File: src/rtl/uart_tx_fifo.sv
// UART transmitter with a byte-wide write FIFO: 8 data bits LSB first, optional parity, 1 or 2 stop bits.
// Writes pass through a one-entry input register before landing in the FIFO.
module uart_tx_fifo #(
    parameter int unsigned BAUD_DIV   = 217,
    parameter int unsigned FIFO_DEPTH = 16,
    parameter int unsigned PARITY_EN  = 0,
    parameter int unsigned PARITY_ODD = 0,
    parameter int unsigned STOP_BITS  = 1
) (
    input  logic                          clk_i,
    input  logic                          rst_i,
    input  logic                          wr_valid_i,
    input  logic [7:0]                    wr_data_i,
    output logic                          wr_ready_o,
    output logic                          tx_o,
    output logic                          busy_o,
    output logic [$clog2(FIFO_DEPTH):0]   fifo_count_o
);

    localparam int unsigned PTR_W  = $clog2(FIFO_DEPTH);
    localparam int unsigned CNT_W  = PTR_W + 1;
    localparam int unsigned BAUD_W = 16;
    localparam logic [BAUD_W-1:0] BAUD_LAST = BAUD_W'(BAUD_DIV - 1);

    typedef enum logic [2:0] {
        S_IDLE,
        S_START,
        S_DATA,
        S_PARITY,
        S_STOP
    } state_t;

    state_t             r_state;
    logic [BAUD_W-1:0]  r_baud;
    logic [2:0]         r_bit_idx;
    logic               r_stop_idx;
    logic [7:0]         r_shift;
    logic               r_par;
    logic               r_tx;
    logic               r_busy;
    logic               r_ready;
    logic               r_in_vld;
    logic [7:0]         r_in_data;
    logic [7:0]         r_mem [FIFO_DEPTH];
    logic [PTR_W-1:0]   r_wr_ptr;
    logic [PTR_W-1:0]   r_rd_ptr;
    logic [CNT_W-1:0]   r_count;

    logic               w_bit_end;
    logic               w_last_stop;
    logic               w_stop_end;
    logic               w_pop;
    logic               w_to_idle;
    logic               w_accept;
    logic [CNT_W-1:0]   w_count_next;

    assign w_bit_end    = (r_baud == BAUD_LAST);
    assign w_last_stop  = (STOP_BITS > 1) ? r_stop_idx : 1'b1;
    assign w_stop_end   = (r_state == S_STOP) && w_bit_end && w_last_stop;
    assign w_pop        = (r_count != '0) && ((r_state == S_IDLE) || w_stop_end);
    assign w_to_idle    = !w_pop && ((r_state == S_IDLE) || w_stop_end);
    assign w_accept     = wr_valid_i && r_ready;
    assign w_count_next = r_count + CNT_W'(r_in_vld) - CNT_W'(w_pop);

    // Ready looks ahead at the byte sitting in the input register so the FIFO never overflows.
    always_ff @(posedge clk_i) begin
        if (rst_i) begin
            r_in_vld <= 1'b0;
            r_wr_ptr <= '0;
            r_rd_ptr <= '0;
            r_count  <= '0;
            r_ready  <= 1'b1;
        end else begin
            r_in_vld <= w_accept;
            if (r_in_vld) begin
                r_wr_ptr <= r_wr_ptr + PTR_W'(1);
            end
            if (w_pop) begin
                r_rd_ptr <= r_rd_ptr + PTR_W'(1);
            end
            r_count <= w_count_next;
            r_ready <= (w_count_next + CNT_W'(w_accept)) < CNT_W'(FIFO_DEPTH);
        end
    end

    always_ff @(posedge clk_i) begin
        if (w_accept) begin
            r_in_data <= wr_data_i;
        end
        if (r_in_vld) begin
            r_mem[r_wr_ptr] <= r_in_data;
        end
    end

    // Frame sequencer; tx is updated on the same edge as the state it belongs to.
    always_ff @(posedge clk_i) begin
        if (rst_i) begin
            r_state    <= S_IDLE;
            r_baud     <= '0;
            r_bit_idx  <= '0;
            r_stop_idx <= 1'b0;
            r_shift    <= '0;
            r_par      <= 1'b0;
            r_tx       <= 1'b1;
            r_busy     <= 1'b0;
        end else begin
            r_busy <= !w_to_idle || (w_count_next != '0);
            if (w_pop) begin
                r_state <= S_START;
                r_baud  <= '0;
                r_shift <= r_mem[r_rd_ptr];
                r_par   <= (^r_mem[r_rd_ptr]) ^ 1'(PARITY_ODD);
                r_tx    <= 1'b0;
            end else begin
                case (r_state)
                    S_IDLE: begin
                        r_tx <= 1'b1;
                    end
                    S_START: begin
                        if (w_bit_end) begin
                            r_state   <= S_DATA;
                            r_baud    <= '0;
                            r_bit_idx <= '0;
                            r_tx      <= r_shift[0];
                        end else begin
                            r_baud <= r_baud + BAUD_W'(1);
                        end
                    end
                    S_DATA: begin
                        if (w_bit_end) begin
                            r_baud <= '0;
                            if (r_bit_idx == 3'd7) begin
                                if (PARITY_EN != 0) begin
                                    r_state <= S_PARITY;
                                    r_tx    <= r_par;
                                end else begin
                                    r_state    <= S_STOP;
                                    r_stop_idx <= 1'b0;
                                    r_tx       <= 1'b1;
                                end
                            end else begin
                                r_bit_idx <= r_bit_idx + 3'd1;
                                r_shift   <= r_shift >> 1;
                                r_tx      <= r_shift[1];
                            end
                        end else begin
                            r_baud <= r_baud + BAUD_W'(1);
                        end
                    end
                    S_PARITY: begin
                        if (w_bit_end) begin
                            r_state    <= S_STOP;
                            r_baud     <= '0;
                            r_stop_idx <= 1'b0;
                            r_tx       <= 1'b1;
                        end else begin
                            r_baud <= r_baud + BAUD_W'(1);
                        end
                    end
                    S_STOP: begin
                        if (w_bit_end) begin
                            r_baud <= '0;
                            if (w_stop_end) begin
                                r_state <= S_IDLE;
                            end else begin
                                r_stop_idx <= 1'b1;
                            end
                            r_tx <= 1'b1;
                        end else begin
                            r_baud <= r_baud + BAUD_W'(1);
                        end
                    end
                    default: begin
                        r_state <= S_IDLE;
                        r_tx    <= 1'b1;
                    end
                endcase
            end
        end
    end

    assign wr_ready_o   = r_ready;
    assign tx_o         = r_tx;
    assign busy_o       = r_busy;
    assign fifo_count_o = r_count;

endmodule

File: config.mk
export PLATFORM = sky130hd
export DESIGN_NAME = uart_tx_fifo
export DESIGN_NICKNAME = d
export VERILOG_FILES = /design/src/rtl/uart_tx_fifo.sv
export SDC_FILE = /design/constraint.sdc
export NUM_CORES = 1
export LEC_CHECK = 0
export CELL_PAD_IN_SITES_DETAIL_PLACEMENT = 1
export CELL_PAD_IN_SITES_GLOBAL_PLACEMENT = 1
export CORE_MARGIN = 4
export CORE_UTILIZATION = 40
export DETAILED_ROUTE_END_ITERATION = 6
export MAX_ROUTING_LAYER = met4
export PLACE_DENSITY_LB_ADDON = 0.08
export SLEW_MARGIN = 20
export SYNTH_ARGS = -nofsm -noshare
export SYNTH_HDL_FRONTEND = slang
export SYNTH_SLANG_ARGS = --single-unit
File: constraint.sdc
create_clock -name clk_i -period 3.45 [get_ports clk_i]
set_input_delay 0.69 -clock clk_i [delete_from_list [all_inputs] [get_ports clk_i]]
set_output_delay 0.69 -clock clk_i [all_outputs]
set_load 0.02 [all_outputs]
==> flow_summary.yaml, run 1 <==
cts:
  cts_buffers: 17
  cts_root_buf: "clkbuf_16"
  cts_sinks: 187
  h-tree-depth: 4
  postCtsHoldBufs: 0
  cts_tree: "built"
  cts_resized: 0
  clkTransAtPathRegs_ps: 70
  clk_latency_ps: 440
  postCtsSetupRepairBufs: 0
  cts_max_path_buffers: 2
floorplan:
  core_sq_um: 18770
  dieWidth_um: 146.6
  die_area_sq_um: 21480
  initial_core_util_pct: 40.92
  io_pins: 19
  dieHeight_um: 146.6
  std_cell_rows: 50
sta:
  relSlewSlack_pct: 51.39
  min_period_over_period_pct: 92.92
  hold_viol: 0
  finalSetupTns_ps: 0
  rsz0062_at_grt: "false"
  setup_viol: 0
  final_max_slew_viol_count: 0
  worst_pin_slew_ps: 727.6
  max_freq_mhz: 311.9
  post-route-min-period_ps: 3206
  finClkSkew_ps: 16.74
synth:
  ys.flop_type: "edfxtp_1"
  yosys_warnings: 0
  syn_inst: 524
  ys_ff_latch: 187
  async_flop_share_pct: 0
  syn-num-nets: 551
  avgSynthCellArea_sq_um: 14.66
  syn_area_sq_um: 7680
  synth_edf_count: 136
  synth-seq-area-share_pct: 66.47
  synth_cell_type_count: 50
route:
  vias: 4346
  viasPerCell: 5.446
  wire_per_inst_um: 21.90
  ant_nets: 0
  drt_iter0_drc: 303
  drt-total-wl_um: 17470
  drc: 0
  dr.pass1.iters: 4
final_layout:
  post-route-util_pct: 46.78
  final_cells: 798
  diodes: 0
  fin_area_sq_um: 8780
  nNetsFinal: 578
  mostFrequentLayoutCells: "edfxtp_1 (136), dfxtp_1 (50), nor2_1 (40)"
  drive_above_1_share_pct: 14.36
  syn_to_final_growth_pct: 14.32
  layout.cells.most_common: "edfxtp_1"
placement:
  hpwl_um: 11490
  portBuffers: 18
  dp.cells: 766
  gp_congestion: 0.7716
  dpl_cell_area_sq_um: 8159
global_routing:
  grt_pass1_vias: 4645
  grt_max_degree: 31
  grtUsageTotal_pct: 17.58
  antenna_found_initial: 0
  grt_pass1_wl_um: 27630
  overflow: 0
job:
  cap_viol_max_count: 0
run_status:
  outcome: "finished clean"
critical_path:
  end_kind: "register"
  cp_max_fo: 4
  r2r_slack_ps: 240
  cp.arrival_ps: 3510
  critical_path_class: "reg -> reg"
  path_cells: "or4_4 > o41ai_4 > nand2_1 > inv_2 > ha_1 > inv_1 > ha_1 > fa_1 > a21oi_1 > o21bai_1 > xnor2_2 > and3_1 > o21ai_0"
  cp_top_family: "simple AND/OR/NAND/NOR gates"
  cp_data_required_time_ps: 3760
  path_buf_inv: 2
  cp-start-kind: "register"
  crit_top_cell: "ha_1"
  cp_slowest_cell: "or4_4"
  cpPeakStageDelay_ps: 590
power:
  p_leak_nw: 2.920
  powerDensity_nw_per_um2: 711.0
  power_mw: 6.242
  worst_ir_drop_vdd_mv: 0.3868
min_path:
  min_path_type: "reg -> reg"
[routing by layer]
layer  part of all wire, %  vias up  routed length (um)  global-route usage (%)
met5                     0        -                   0                       -
met4                   1.2        0                 202                   4.421
met3                   3.6       17                 636                   3.538
met2                    49       63                8614                   27.48
met1                    46     2233                8019                   23.79
li1                      -     2033                   -                       -
[worst paths after layout]
path         startpoint    endpoint  cells after the start
max reg2reg   r_baud[2]  wr_ready_o                     13
min                tx_o        tx_o                      2
min reg2reg        tx_o        tx_o                      2
max           r_baud[2]  wr_ready_o                     13
[sequential cells by signal (all words and copies together), names as in the netlist, named ones only]
signal / count
busy_o: 1
wr_ready_o: 1
r_state: 3
r_in_data: 8
r_mem: 128
r_shift: 8
r_baud: 16
r_rd_ptr: 4
r_in_vld: 1
tx_o: 1
r_bit_idx: 3
fifo_count_o: 5
r_wr_ptr: 4
[where the power goes]
group | total [mW] | switching [mW] | internal (mW)
clock network | 1.97 | 0.930 | 1.04
logic | 1.48 | 0.783 | 0.693
registers | 2.79 | 0.188 | 2.61
total | 6.24 | 1.90 | 4.34
[kinds of logic (layout without fill, tap and decap cells)]
family | Yosys count | in the layout | share of synthesized area, %
buffers and inverters | 39 | 79 | 2.150
AND/OR/NAND/NOR | 156 | 156 | 10.77
flip-flops | 187 | 187 | 66.47
AO/OA/AOI/OAI | 54 | 54 | 4.855
XOR/XNOR | 26 | 26 | 2.965
adder cells (fa/ha/maj) | 16 | 16 | 2.704
multiplexers | 46 | 46 | 10.08
[worst register-to-register path, cell delays in order, from the launching register on]
cell      delay [ps]
dfxtp_1          350
or4_4            590
o41ai_4          440
nand2_1          140
inv_2             80
ha_1             110
inv_1             40
ha_1             200
fa_1             420
a21oi_1          170
o21bai_1         110
xnor2_2          200
and3_1           180
o21ai_0           60
[cells in the mapped netlist (all sizes together) (2+ instances only)]
library cell  instances  area [sq um]
mux2i                20         200.2
buf                  11         60.06
nand3                12         60.06
and2                 19         118.9
xnor2                14         122.6
or3                   4         25.02
nor3b                 3         22.52
mux4                 25         563.0
nand4                 7         43.79
a31oi                 5         31.28
a21o                  3         22.52
nor2                 40         150.1
ha                   15         187.7
nor4                  3         18.77
nand2                30         112.6
a221oi                7         61.31
nor4b                 4         35.03
or4                   3         33.78
or3b                  3         26.28
a21oi                14         70.07
a22oi                 3         22.52
and3                  9         56.30
clkbuf               12         45.04
dfxtp                51          1021
a211oi                2         15.01
nand2b                2         12.51
xor2                 12         105.1
edfxtp              136          4084
a311oi                4         35.03
o21ai                 9         45.04
inv                  16         60.05
nor3                 10         61.31
nor2b                 5         31.28
[area by class of cell]
class	instances	area, sq um
clock buffer	18	429.2
clock inverter	14	172.7
fill	1896	9988
inverter	16	60.06
multi-input combinational	298	2429
sequential	187	5106
tap	234	292.8
timing repair buffer	31	290.3
[per-stage QoR]
step	hold WS (ps)	worst slack, ps
6_report	469.3	244.4
3_3_place_gp	441.8	123.4
5_1_grt	495.0	44.16
3_5_place_dp	458.1	45.66
2_1_floorplan	435.6	166.5
4_1_cts	474.2	45.29
Note: power is estimated with default switching activity, not from simulation.
==> inputs of run 2 (changes only) <==
--- a/config.mk
+++ b/config.mk
@@ -8,10 +8,10 @@
 export CELL_PAD_IN_SITES_DETAIL_PLACEMENT = 1
 export CELL_PAD_IN_SITES_GLOBAL_PLACEMENT = 1
 export CORE_MARGIN = 4
-export CORE_UTILIZATION = 40
+export CORE_UTILIZATION = 47
 export DETAILED_ROUTE_END_ITERATION = 6
 export MAX_ROUTING_LAYER = met4
-export PLACE_DENSITY_LB_ADDON = 0.08
+export PLACE_DENSITY = 0.79
 export SLEW_MARGIN = 20
 export SYNTH_ARGS = -nofsm -noshare
 export SYNTH_HDL_FRONTEND = slang
==> run 2 against run 1 <==
Sequential power grew 2%. Sequential share of layout area grew 0.10 points. Hold slack lost 3.8 ps. Utilization grew 8.2 points. Final cell count shrank 2.0%. Die area shrank 14%. Critical path type unchanged. First-iteration DRC count grew 35%. Non-clock buffer count grew 2. Maximum frequency shrank 1.9%. Largest power group unchanged. Routed wire length grew 5.4%. Sequential cell count is the same. Clock skew shrank 7.1 ps.
==> flow_summary.yaml, run 2 (synthesis results as in run 1) <==
sta:
  max_freq_mhz: 306.0
  finalSetupTns_ps: 0
  post-route-min-period_ps: 3268
  setup_slack_ps: 181.8
  relSlewSlack_pct: 46.79
  final_max_slew_viol_count: 0
  min_period_over_period_pct: 94.73
  hold_viol: 0
  finClkSkew_ps: 9.591
  rsz0062_at_grt: "false"
  setup_viol: 0
  timing.hold.ws_ps: 465.5
  worst_pin_slew_ps: 798.1
floorplan:
  dieWidth_um: 135.8
  core_sq_um: 15940
  initial_core_util_pct: 48.17
  dieHeight_um: 135.8
  std_cell_rows: 46
  io_pins: 19
  die_area_sq_um: 18450
power:
  powerDensity_nw_per_um2: 721.9
  worst_ir_drop_vdd_mv: 0.5496
  p_leak_nw: 2.925
min_path:
  min_path_type: "reg -> reg"
  min_from: "r_bit_idx[2]"
  whs_path_depth: 2
  hold_end: "r_bit_idx[2]"
critical_path:
  cp-start-kind: "register"
  end_kind: "register"
  cp.arrival_ps: 3620
  cp_data_required_time_ps: 3810
  critical_path_class: "reg -> reg"
  timing.rr.start: "r_baud[2]"
  cp_slowest_cell: "or4_4"
  r2r_end: "busy_o"
  r2r_slack_ps: 180
  reg2reg_depth: 13
  cpPeakStageDelay_ps: 590
  cp_top_family: "compound AO/OA/AOI/OAI gates"
  cp_max_fo: 4
  crit_top_cell: "ha_1"
  path_buf_inv: 3
  path_cells: "or4_4 > o41ai_4 > nand2_1 > inv_2 > ha_1 > inv_1 > ha_1 > fa_2 > a21oi_1 > o21bai_1 > xnor2_2 > buf_4 > a41oi_1"
cts:
  h-tree-depth: 4
  cts_sinks: 187
  cts_buffers: 17
  clk_latency_ps: 450
  cts_tree: "built"
  cts_max_path_buffers: 2
  clkTransAtPathRegs_ps: 70
  cts_root_buf: "clkbuf_16"
final_layout:
  nNetsFinal: 580
  diodes: 0
  syn_to_final_growth_pct: 14.13
  layout.cells.most_common: "edfxtp_1"
  final_cells: 782
  drive_above_1_share_pct: 15.55
  largest_reg_flops: 128
  largestRegisters: "r_mem x128, r_baud x16"
  mostFrequentLayoutCells: "edfxtp_1 (136), dfxtp_1 (50), nor2_1 (40)"
  num-fill-cells: 1512
  largest-register: "r_mem"
run_status:
  outcome: "finished clean"
global_routing:
  grt_max_degree: 22
  grtUsageTotal_pct: 21.79
  overflow: 0
  antenna_found_initial: 0
  grt_pass1_wl_um: 28570
  grt_pass1_vias: 4870
route:
  wire_per_inst_um: 23.56
  drt-total-wl_um: 18430
  drc: 0
  viasPerCell: 5.832
  vias: 4561
  dr.pass1.iters: 5
  ant_nets: 0
  drt_iter0_drc: 408
job:
  cap_viol_max_count: 0
placement:
  dp.cells: 747
  hpwl_um: 11730
  gp_congestion: 0.8297
  pre_cts_ws_ps: 5.684
  portBuffers: 18
## run 2: cell types whose count changed in the layout (fill, tap and decap cells not counted), sizes merged
cell    change
bufinv      -1
buf         +2
clkinv      +2
clkbuf      -1
## run 2: worst max-delay path by stage
stage,start,end,slack (ps),cells past startpoint
global placement,r_baud[1],wr_ready_o,160,15
detailed placement,r_baud[1],wr_ready_o,6,15
CTS,r_baud[5],wr_ready_o,60,13
finish,r_baud[2],busy_o,180,13
global route,r_baud[1],wr_ready_o,0.004,15
floorplan,r_baud[0],wr_ready_o,170,15
## run 2: worst reg2reg max path: cells and delay by family (launching register included)
family | cells | cell delay (ps)
fa+ha+maj | 3 | 710
simple gates | 2 | 750
compound gates | 4 | 920
xor+xnor | 1 | 160
buf+inv | 3 | 280
flops | 1 | 360
## run 2: layout make-up
cell class / count / area (sq um) / area share (%)
inverter: 16 / 60.06 / 0.6852
multi-input combinational: 298 / 2452 / 27.98
clock inverter: 15 / 145.1 / 1.656
tap: 216 / 270.3 / 3.084
clock buffer: 17 / 425.4 / 4.854
sequential: 187 / 5106 / 58.26
timing repair buffer: 33 / 305.3 / 3.483
## run 2: timing repair
item	in CTS	in global routing
cloned	0	0
hold buffers	0	0
pin swaps	1	2
setup buffers	0	3
setup endpoints to repair	2	2
resized for setup	2	4
## run 2: stage by stage
step | power, mW | utilization (%) | cell area, sq um
2_1_floorplan | 3.812 | - | 7680
3_3_place_gp | 4.233 | 50.99 | 8129
4_1_cts | 6.282 | 54.69 | 8718
5_1_grt | 6.610 | 54.98 | 8765
3_5_place_dp | 4.315 | 50.99 | 8129
6_report | 6.327 | 54.98 | 8765
## run 2: power breakdown
group / total [mW] / internal (mW) / leakage, nW / switching [mW]
sequential: 2.85 / 2.61 / 1.65 / 0.240
clock: 1.91 / 0.963 / 0.282 / 0.947
combinational: 1.57 / 0.754 / 0.997 / 0.819
## run 2: metal layers
metal,routed length (um),global-route usage [%]
met1,7653,26.58
met2,9679,36.56
met3,641,3.738
met4,450,8.455
met5,0,-
==> inputs of run 3 (changes only) <==
--- a/config.mk
+++ b/config.mk
@@ -10,8 +10,10 @@
 export CORE_MARGIN = 4
 export CORE_UTILIZATION = 47
 export DETAILED_ROUTE_END_ITERATION = 6
+export HOLD_SLACK_MARGIN = 0.08
 export MAX_ROUTING_LAYER = met4
 export PLACE_DENSITY = 0.79
+export SKIP_CTS_REPAIR_TIMING = 1
 export SLEW_MARGIN = 20
 export SYNTH_ARGS = -nofsm -noshare
 export SYNTH_HDL_FRONTEND = slang
==> run 3 against run 2 <==
Via count rose by 0.53%. Non-clock buffer count did not move. Maximum frequency fell by 1.2%. Cell area did not move. Die area did not move. Sequential cell count did not move. Critical path depth did not move. Sequential power barely moved. Register-to-register slack got worse by 40 ps. Worst setup slack got worse by 41 ps. Critical path type unchanged. Critical endpoint unchanged.
==> flow_summary.yaml, run 3 (synthesis results as in run 1) <==
power:
  clockPowerShare_pct: 30.2
  p_leak_nw: 2.925
  powerDensity_nw_per_um2: 721.8
  p_int_mw: 4.322
  p_sw_mw: 2.005
  worst_ir_drop_vdd_mv: 0.5515
  seq_power_share_pct: 44.9
  power_frac_comb_pct: 24.8
  p_sw_share_pct: 31.69
  power_mw: 6.327
critical_path:
  r2r_end: "busy_o"
  critical_path_class: "reg -> reg"
  path_cells: "or4_4 > o41ai_4 > nand2_1 > inv_2 > ha_1 > inv_1 > ha_1 > fa_2 > a21oi_1 > o21bai_1 > xnor2_2 > buf_4 > a41oi_1"
  timing.rr.start: "r_baud[2]"
  r2r_slack_ps: 140
  crit_start: "r_baud[2]"
  cp-start-kind: "register"
  reg2reg_depth: 13
  cp-endpoint: "busy_o"
  crit_top_cell: "ha_1"
  cp_max_fo: 4
  cp.arrival_ps: 3660
  cp_data_required_time_ps: 3800
  cpPeakStageDelay_ps: 600
  end_kind: "register"
  cp_slowest_cell: "or4_4"
global_routing:
  antenna_found_initial: 0
  grt_busiest_layer: "met2"
  grtUsageMet2_pct: 36.42
  overflow: 0
  grtUsageMet1_pct: 26.63
  grtUsageTotal_pct: 21.77
  grt_pass1_wl_um: 28540
  grt_max_degree: 22
  grt_pass1_vias: 4865
  grt_use_met3_pct: 3.738
placement:
  pre_cts_ws_ps: 5.684
  dp.cells: 747
  dpl_cell_area_sq_um: 8129
  gp_congestion: 0.8297
  hpwl_um: 11730
  portBuffers: 18
route:
  drc: 0
  wire_per_inst_um: 23.56
  vias: 4585
  viasPerCell: 5.863
  drt_iter0_drc: 428
  ant_nets: 0
  dr.pass1.iters: 5
  drt-total-wl_um: 18420
sta:
  setup_slack_ps: 141.2
  rsz0062_at_grt: "false"
  post-route-min-period_ps: 3309
  relSlewSlack_pct: 47.04
  timing.hold.ws_ps: 465.7
  hold_viol: 0
  min_period_over_period_pct: 95.91
  finClkSkew_ps: 8.798
  max_freq_mhz: 302.2
  worst_pin_slew_ps: 794.4
  final_max_slew_viol_count: 0
  setup_viol: 0
min_path:
  min_path_type: "reg -> reg"
final_layout:
  fin_area_sq_um: 8765
  largest-register: "r_mem"
  final_cells: 782
  diodes: 0
  nNetsFinal: 580
  layout.cells.most_common: "edfxtp_1"
  mostFrequentLayoutCells: "edfxtp_1 (136), dfxtp_1 (50), nor2_1 (40)"
  largestRegisters: "r_mem x128, r_baud x16"
  drive_above_1_share_pct: 15.55
  largest_reg_flops: 128
  syn_to_final_growth_pct: 14.13
floorplan:
  die_area_sq_um: 18450
  io_pins: 19
  core_sq_um: 15940
  initial_core_util_pct: 48.17
  std_cell_rows: 46
  dieWidth_um: 135.8
  dieHeight_um: 135.8
cts:
  cts_tree: "built"
  cts_root_buf: "clkbuf_16"
  cts_sinks: 187
  clkTransAtPathRegs_ps: 70
  cts_max_path_buffers: 2
  h-tree-depth: 4
  clk_latency_ps: 450
  cts_buffers: 17
job:
  cap_viol_max_count: 0
run_status:
  outcome: "finished clean"
run 3: cell counts in the layout (fill, tap and decap cells not counted):
No cell type changed its count.
run 3: worst max-delay path, delay by kind of cell (launching register included):
| kind | cells | cell delay [ps] |
|---|---|---|
| AOI/OAI and AO/OA | 4 | 930 |
| xor gates and xnor gates | 1 | 160 |
| adders and majority gates | 3 | 710 |
| buffers and inverters | 3 | 280 |
| DFF | 1 | 370 |
| and+or+nand+nor | 2 | 760 |
run 3: final cells by class:
| class | instances | area, sq um |
|---|---|---|
| timing repair buffer | 33 | 305.3 |
| clock inverter | 15 | 145.1 |
| tap | 216 | 270.3 |
| fill | 1514 | 7178 |
| sequential | 187 | 5106 |
| inverter | 16 | 60.06 |
| multi-input combinational | 298 | 2452 |
| clock buffer | 17 | 425.4 |
run 3: worst min-delay path by stage:
stage                         to  cells past startpoint    startpoint
CTS                 r_bit_idx[2]                      2  r_bit_idx[2]
global route        r_bit_idx[2]                      2  r_bit_idx[2]
floorplan           r_bit_idx[1]                      2  r_bit_idx[1]
global placement    r_bit_idx[1]                      2  r_bit_idx[1]
finish              r_bit_idx[2]                      2  r_bit_idx[2]
detailed placement  r_bit_idx[2]                      2  r_bit_idx[2]
run 3: layer usage:
layer  routed length [um]  vias to the layer above
met5                    0                        -
met4                  502                        0
met3                  785                       35
met2                 9615                      141
met1                 7520                     2372
li1                     -                     2037
run 3: power by group through the flow:
| stage | Clock (mW) | Combinational (mW) | Sequential, mW |
|---|---|---|---|
| after global placement | 0 | 1.36 | 2.87 |
| after detailed placement | 0 | 1.42 | 2.89 |
| after global routing | 2.04 | 1.69 | 2.88 |
| final | 1.91 | 1.57 | 2.84 |
| after CTS | 1.93 | 1.48 | 2.85 |
| after floorplan | 0 | 1.03 | 2.78 |
run 3: stage by stage:
| step | utilization [%] | setup TNS, ps |
|---|---|---|
| 2_1_floorplan | - | 0 |
| 3_3_place_gp | 50.99 | 0 |
| 3_5_place_dp | 50.99 | 0 |
| 4_1_cts | 54.57 | -260.0 |
| 5_1_grt | 54.98 | 0 |
| 6_report | 54.98 | 0 |
